## config.mk

```make
export PLATFORM = sky130hd
export DESIGN_NAME = barrel_shift_arbiter
export DESIGN_NICKNAME = d
export VERILOG_FILES = /design/src/rtl/barrel_shift_pkg.sv /design/src/rtl/multi_barrel_shifter_mux.sv /design/src/rtl/barrel_shift_arbiter.sv
export SDC_FILE = /design/constraint.sdc
export NUM_CORES = 1
export LEC_CHECK = 0
export ABC_AREA = 1
export CAP_MARGIN = 20
export CORE_MARGIN = 1
export CORE_UTILIZATION = 52
export CTS_CLUSTER_DIAMETER = 150
export CTS_CLUSTER_SIZE = 14
export DETAILED_ROUTE_END_ITERATION = 10
export GPL_TIMING_DRIVEN = 0
export HOLD_SLACK_MARGIN = 0.08
export PLACE_DENSITY_LB_ADDON = 0.15
export SKIP_CTS_REPAIR_TIMING = 1
export SKIP_LAST_GASP = 1
export SLEW_MARGIN = 20
export SYNTH_ARGS = -nofsm -noshare
export SYNTH_HDL_FRONTEND = slang
export SYNTH_SLANG_ARGS = --single-unit
```

## constraint.sdc

```tcl
create_clock -name clk -period 3 [get_ports clk]
set_input_delay 0.45 -clock clk [delete_from_list [all_inputs] [get_ports clk]]
set_output_delay 0.45 -clock clk [all_outputs]
set_load 0.03 [all_outputs]
```

## src/rtl/barrel_shift_pkg.sv

```systemverilog
// Shared types and constants for the two-requester barrel shift arbiter.
package barrel_shift_pkg;

  localparam int BS_N = 3;
  localparam int BS_W = 2 ** BS_N;

  localparam logic DIR_LEFT  = 1'b0;
  localparam logic DIR_RIGHT = 1'b1;

  typedef enum logic {
    EMPTY = 1'b0,
    FULL  = 1'b1
  } rsp_state_t;

  typedef struct packed {
    logic [BS_W-1:0] a;
    logic [BS_N-1:0] amt;
    logic            dir;
  } shift_op_t;

endpackage

```

## src/rtl/multi_barrel_shifter_mux.sv

```systemverilog
// Logarithmic rotator: stage gi rotates by 2**gi when amt[gi] is set.
module multi_barrel_shifter_mux
  import barrel_shift_pkg::*;
#(
  parameter int N     = 3,
  parameter int Width = 2 ** N
) (
  input  logic [Width-1:0] a,
  input  logic [N-1:0]     amt,
  input  logic             select,
  output logic [Width-1:0] y
);

  logic [Width-1:0] stage [0:N];

  assign stage[0] = a;

  generate
    for (genvar gi = 0; gi < N; gi++) begin : g_stage
      localparam int S = 2 ** gi;
      logic [Width-1:0] rot_left;
      logic [Width-1:0] rot_right;

      assign rot_left  = {stage[gi][Width-S-1:0], stage[gi][Width-1:Width-S]};
      assign rot_right = {stage[gi][S-1:0], stage[gi][Width-1:S]};
      assign stage[gi+1] = amt[gi] ? ((select == DIR_LEFT) ? rot_left : rot_right)
                                   : stage[gi];
    end
  endgenerate

  assign y = stage[N];

endmodule

```

## src/rtl/barrel_shift_arbiter.sv

```systemverilog
// Round-robin sharing of one rotator between two requesters, with a single
// registered, backpressured response slot and a saturating completion counter.
module barrel_shift_arbiter
  import barrel_shift_pkg::*;
#(
  parameter int N     = BS_N,
  parameter int Width = 2 ** N,
  parameter int CNT_W = 16
) (
  input  logic             clk,
  input  logic             reset_n,
  input  logic             req0_valid,
  output logic             req0_ready,
  input  logic [Width-1:0] req0_a,
  input  logic [N-1:0]     req0_amt,
  input  logic             req0_dir,
  input  logic             req1_valid,
  output logic             req1_ready,
  input  logic [Width-1:0] req1_a,
  input  logic [N-1:0]     req1_amt,
  input  logic             req1_dir,
  output logic             rsp_valid,
  input  logic             rsp_ready,
  output logic [Width-1:0] rsp_y,
  output logic             rsp_id,
  output logic [CNT_W-1:0] op_count
);

  localparam logic [CNT_W-1:0] CNT_MAX = '1;

  rsp_state_t       state_reg;
  rsp_state_t       state_next;
  logic             last_grant_reg;
  logic [Width-1:0] rsp_y_reg;
  logic             rsp_id_reg;
  logic [CNT_W-1:0] count_reg;

  logic             accept;
  logic             grant0;
  logic             grant1;
  logic             grant_any;
  shift_op_t        op0;
  shift_op_t        op1;
  shift_op_t        op_sel;
  logic [Width-1:0] shift_y;

  assign accept = (state_reg == EMPTY) | rsp_ready;

  // Each ready looks only at the other port's valid, so a requester never
  // sees its own valid reflected combinationally in its ready.
  assign req0_ready = accept & (last_grant_reg | ~req1_valid);
  assign req1_ready = accept & (~last_grant_reg | ~req0_valid);

  assign grant0    = req0_valid & req0_ready;
  assign grant1    = req1_valid & req1_ready;
  assign grant_any = grant0 | grant1;

  assign op0    = '{a: req0_a, amt: req0_amt, dir: req0_dir};
  assign op1    = '{a: req1_a, amt: req1_amt, dir: req1_dir};
  assign op_sel = grant1 ? op1 : op0;

  multi_barrel_shifter_mux #(
    .N     (N),
    .Width (Width)
  ) u_shifter (
    .a      (op_sel.a),
    .amt    (op_sel.amt),
    .select (op_sel.dir),
    .y      (shift_y)
  );

  always_ff @(posedge clk or negedge reset_n) begin
    if (!reset_n) begin
      state_reg <= EMPTY;
    end else begin
      state_reg <= state_next;
    end
  end

  always_comb begin
    state_next = state_reg;
    case (state_reg)
      EMPTY:   if (grant_any) state_next = FULL;
      FULL:    if (rsp_ready && !grant_any) state_next = EMPTY;
      default: state_next = EMPTY;
    endcase
  end

  always_comb begin
    rsp_valid = (state_reg == FULL);
  end

  always_ff @(posedge clk or negedge reset_n) begin
    if (!reset_n) begin
      rsp_y_reg      <= '0;
      rsp_id_reg     <= 1'b0;
      last_grant_reg <= 1'b1;
    end else if (grant_any) begin
      rsp_y_reg      <= shift_y;
      rsp_id_reg     <= grant1;
      last_grant_reg <= grant1;
    end
  end

  always_ff @(posedge clk or negedge reset_n) begin
    if (!reset_n) begin
      count_reg <= '0;
    end else if (rsp_valid && rsp_ready && (count_reg != CNT_MAX)) begin
      count_reg <= count_reg + 1'b1;
    end
  end

  assign rsp_y    = rsp_y_reg;
  assign rsp_id   = rsp_id_reg;
  assign op_count = count_reg;

endmodule

```

==> flow_metrics.tcl <==
set metrics [dict create \
    status "finished clean" \
    yosysSeqAreaShare 0.335 \
    fin_ws_ps 432 \
    cellLeakagePower_nw 1.41 \
    synth.avg_cell_area_um2 6.64 \
    cp.arrival_ps 2120 \
    fill_cells 326 \
    drt_iter0_drc 140 \
    p_seq_frac 0.364 \
    critPathMaxStageDelay_ps 590 \
    min_period_ps 2570 \
    gp_congestion 0.868 \
    register_area_um2 677 \
    dieHeight_um 64.3 \
    cts_tree "yes" \
    intPower_uw 798 \
    ys_types 24 \
    syn_inst 304 \
    synthesis.nets 334 \
    fin_setup_tns_ps 0 \
    drc_errors 0 \
    ys_ff_latch 27 \
    drive_gt1_frac 0.0659 \
    yosys_warnings 0 \
    antenna_cells 0 \
    multiInputGateArea_um2 1100 \
    setup_viol 0 \
    wl_met3_um 345 \
    hold_class "primary input to async pin" \
    crit_buf_inv 5 \
    io_buffer_count 56 \
    clock-sinks 27 \
    fin_nets 395 \
    vias 2142 \
    wl_met1_um 2250 \
    route.met2.wl_um 2260 \
    via_per_inst 5.20 \
    grt_pass1_wl_um 8320 \
    rows 22 \
    slowest_stage "clkdlybuf4s50_1" \
    syn-cell-area_um2 2020 \
    rsz0062_at_grt "false" \
    htree_levels 1 \
    pin_count 57 \
    critPathRequiredTime_ps 2550 \
    path_delay_family "buffers and inverters" \
    skew_ps 3.57 \
    grt_max_degree 28 \
    clk_latency_ps 280 \
    cts_buffers 3 \
    crit_path_end_kind "output port" \
    layout_worst_path_cycle_share 0.856 \
    cap_viol_max_count 0 \
    synth_edf_count 0 \
    relSlewSlack 0.608 \
    wl_um 4940 \
    clockBufferDepth 2 \
    antenna_found_initial 0 \
    initial_utilization 0.547 \
    switching_share 0.419 \
    post-place-ws_ps 434 \
    worst-path-max-fanout 10 \
    clk_pin_slew_worst_paths_ps 90 \
    timing.hold.ws_ps 162 \
    p_clk_frac 0.151 \
    place_hpwl_um 3860 \
    clock_tree.root_cell "clkbuf_8" \
    area_growth_pct 32.8 \
    first_pass_iters 4 \
    timing_worst_setup_path_type "primary input to output port" \
    largest_reg_flops 16 \
    combinationalPowerShare 0.485 \
    grt_pass1_vias 1930 \
    highest_layer "met4" \
    synth-main-ff-cell "dfrtp_1" \
    power_density_nw_per_um2 513 \
    overflow 0 \
    netSwitchingPower_uw 576 \
    die_x_um 64.3 \
    drtAntennaViolNets 0 \
    core_um2 3690 \
    report.final.slew_viol_count 0 \
    finalHoldViolCount 0 \
    async_reset_ff_frac 1.00 \
    instances_no_fill 412 \
    fmax_mhz 389 \
    grtUsageTotal 0.257 \
    peakVddDrop_v 0.000290 \
    dp_cells 408 \
    worstPathCellList "clkdlybuf4s50_1 > buf_2 > inv_1 > o21ai_0 > inv_1 > clkdlybuf4s50_1" \
    worst_pin_slew_ps 588 \
    wl_per_cell_um 12.0 \
    die-area_um2 4130 \
    start_kind "primary input" \
]
-- power by group through the flow --
stage	Sequential [mW]	Clock, mW	Combinational (mW)
2_1_floorplan	0.633	0	0.280
3_3_place_gp	0.505	0	0.646
3_5_place_dp	0.507	0	0.665
4_1_cts	0.501	0.211	0.667
5_1_grt	0.512	0.223	0.730
6_report	0.500	0.208	0.666
-- cell usage after synthesis (2+ instances only) --
master / count / area [um^2]
nand2_1: 103 / 387
nand3_1: 62 / 310
dfrtp_1: 26 / 651
xor2_1: 11 / 96.3
inv_1: 46 / 173
buf_2: 2 / 10.0
nand4_1: 12 / 75.1
o21ai_4: 2 / 32.5
buf_6: 4 / 45.0
nor3_1: 3 / 15.0
nand2_2: 4 / 25.0
nor2_1: 11 / 41.3
inv_2: 2 / 7.51
xnor2_1: 4 / 35.0
o21ai_0: 3 / 15.0
-- final cells by class --
cell class / count / share of cell area
clock buffer: 3 / 0.0154
sequential: 27 / 0.253
inverter: 48 / 0.0672
buffer: 7 / 0.0219
multi-input combinational: 222 / 0.411
clock inverter: 1 / 0.00187
timing repair buffer: 56 / 0.207
tap: 48 / 0.0224
-- worst register-to-register path: stages, from the launching register on --
cell and delay [ps]:
dfrtp_1 430, ha_1 200, inv_1 60, nor2_1 60, nand2_1 50, nor2_1 50, nand3_1 80, nand2_2 100
nor2_1 180, nand2_1 150, nor2_1 250, nand3_1 130, xor2_1 160
-- per-layer routing --
layer | global-route usage | vias to the layer above
li1 | - | 1083
met5 | 0 | -
met4 | 0.0806 | 0
met3 | 0.0464 | 8
met2 | 0.399 | 81
met1 | 0.362 | 970
-- cells by family after synthesis --
logic type | Yosys count | synth area share
xor+xnor | 15 | 0.0651
simple gates | 199 | 0.443
flops | 27 | 0.335
buf+inv | 55 | 0.118
compound gates | 7 | 0.0316
fa+ha+maj | 1 | 0.00620
-- final timing paths --
kind / startpoint / to / slack, ps / cells past startpoint
max in group asynchronous: reset_n / rsp_y[7] / 2450 / 1
worst max-delay path: req1_valid / req0_ready / 430 / 6
worst max register to register: op_count[1] / op_count[10] / 990 / 12
worst min-delay path: reset_n / op_count[2] / 160 / 1
worst min register to register: rsp_y[4] / rsp_y[4] / 480 / 2
min in group clk: rsp_y[4] / rsp_y[4] / 480 / 2
-- metrics by stage --
step / util / cell area, um^2 / power, mW
after floorplan: - / 2020 / 0.913
after global placement: 0.715 / 2640 / 1.15
after detailed placement: 0.714 / 2630 / 1.17
after CTS: 0.727 / 2680 / 1.38
after global routing: 0.727 / 2680 / 1.46
final: 0.727 / 2680 / 1.37
-- layout by cell type (no fill, tap or decap) --
cell	n
a21boi_0	1
buf_2	3
buf_6	4
clkbuf_1	1
clkbuf_8	3
clkdlybuf4s50_1	55
clkinv_2	1
dfrtp_1	26
dfstp_2	1
ha_1	1
inv_1	46
inv_2	2
nand2_1	103
nand2_2	4
nand2_4	1
nand3_1	62
nand3_4	1
nand4_1	12
nor2_1	11
nor2_2	1
nor3_1	3
nor4_1	1
o21ai_0	3
o21ai_2	1
o21ai_4	2
xnor2_1	4
xor2_1	11
(Power assumes the default switching activity.)
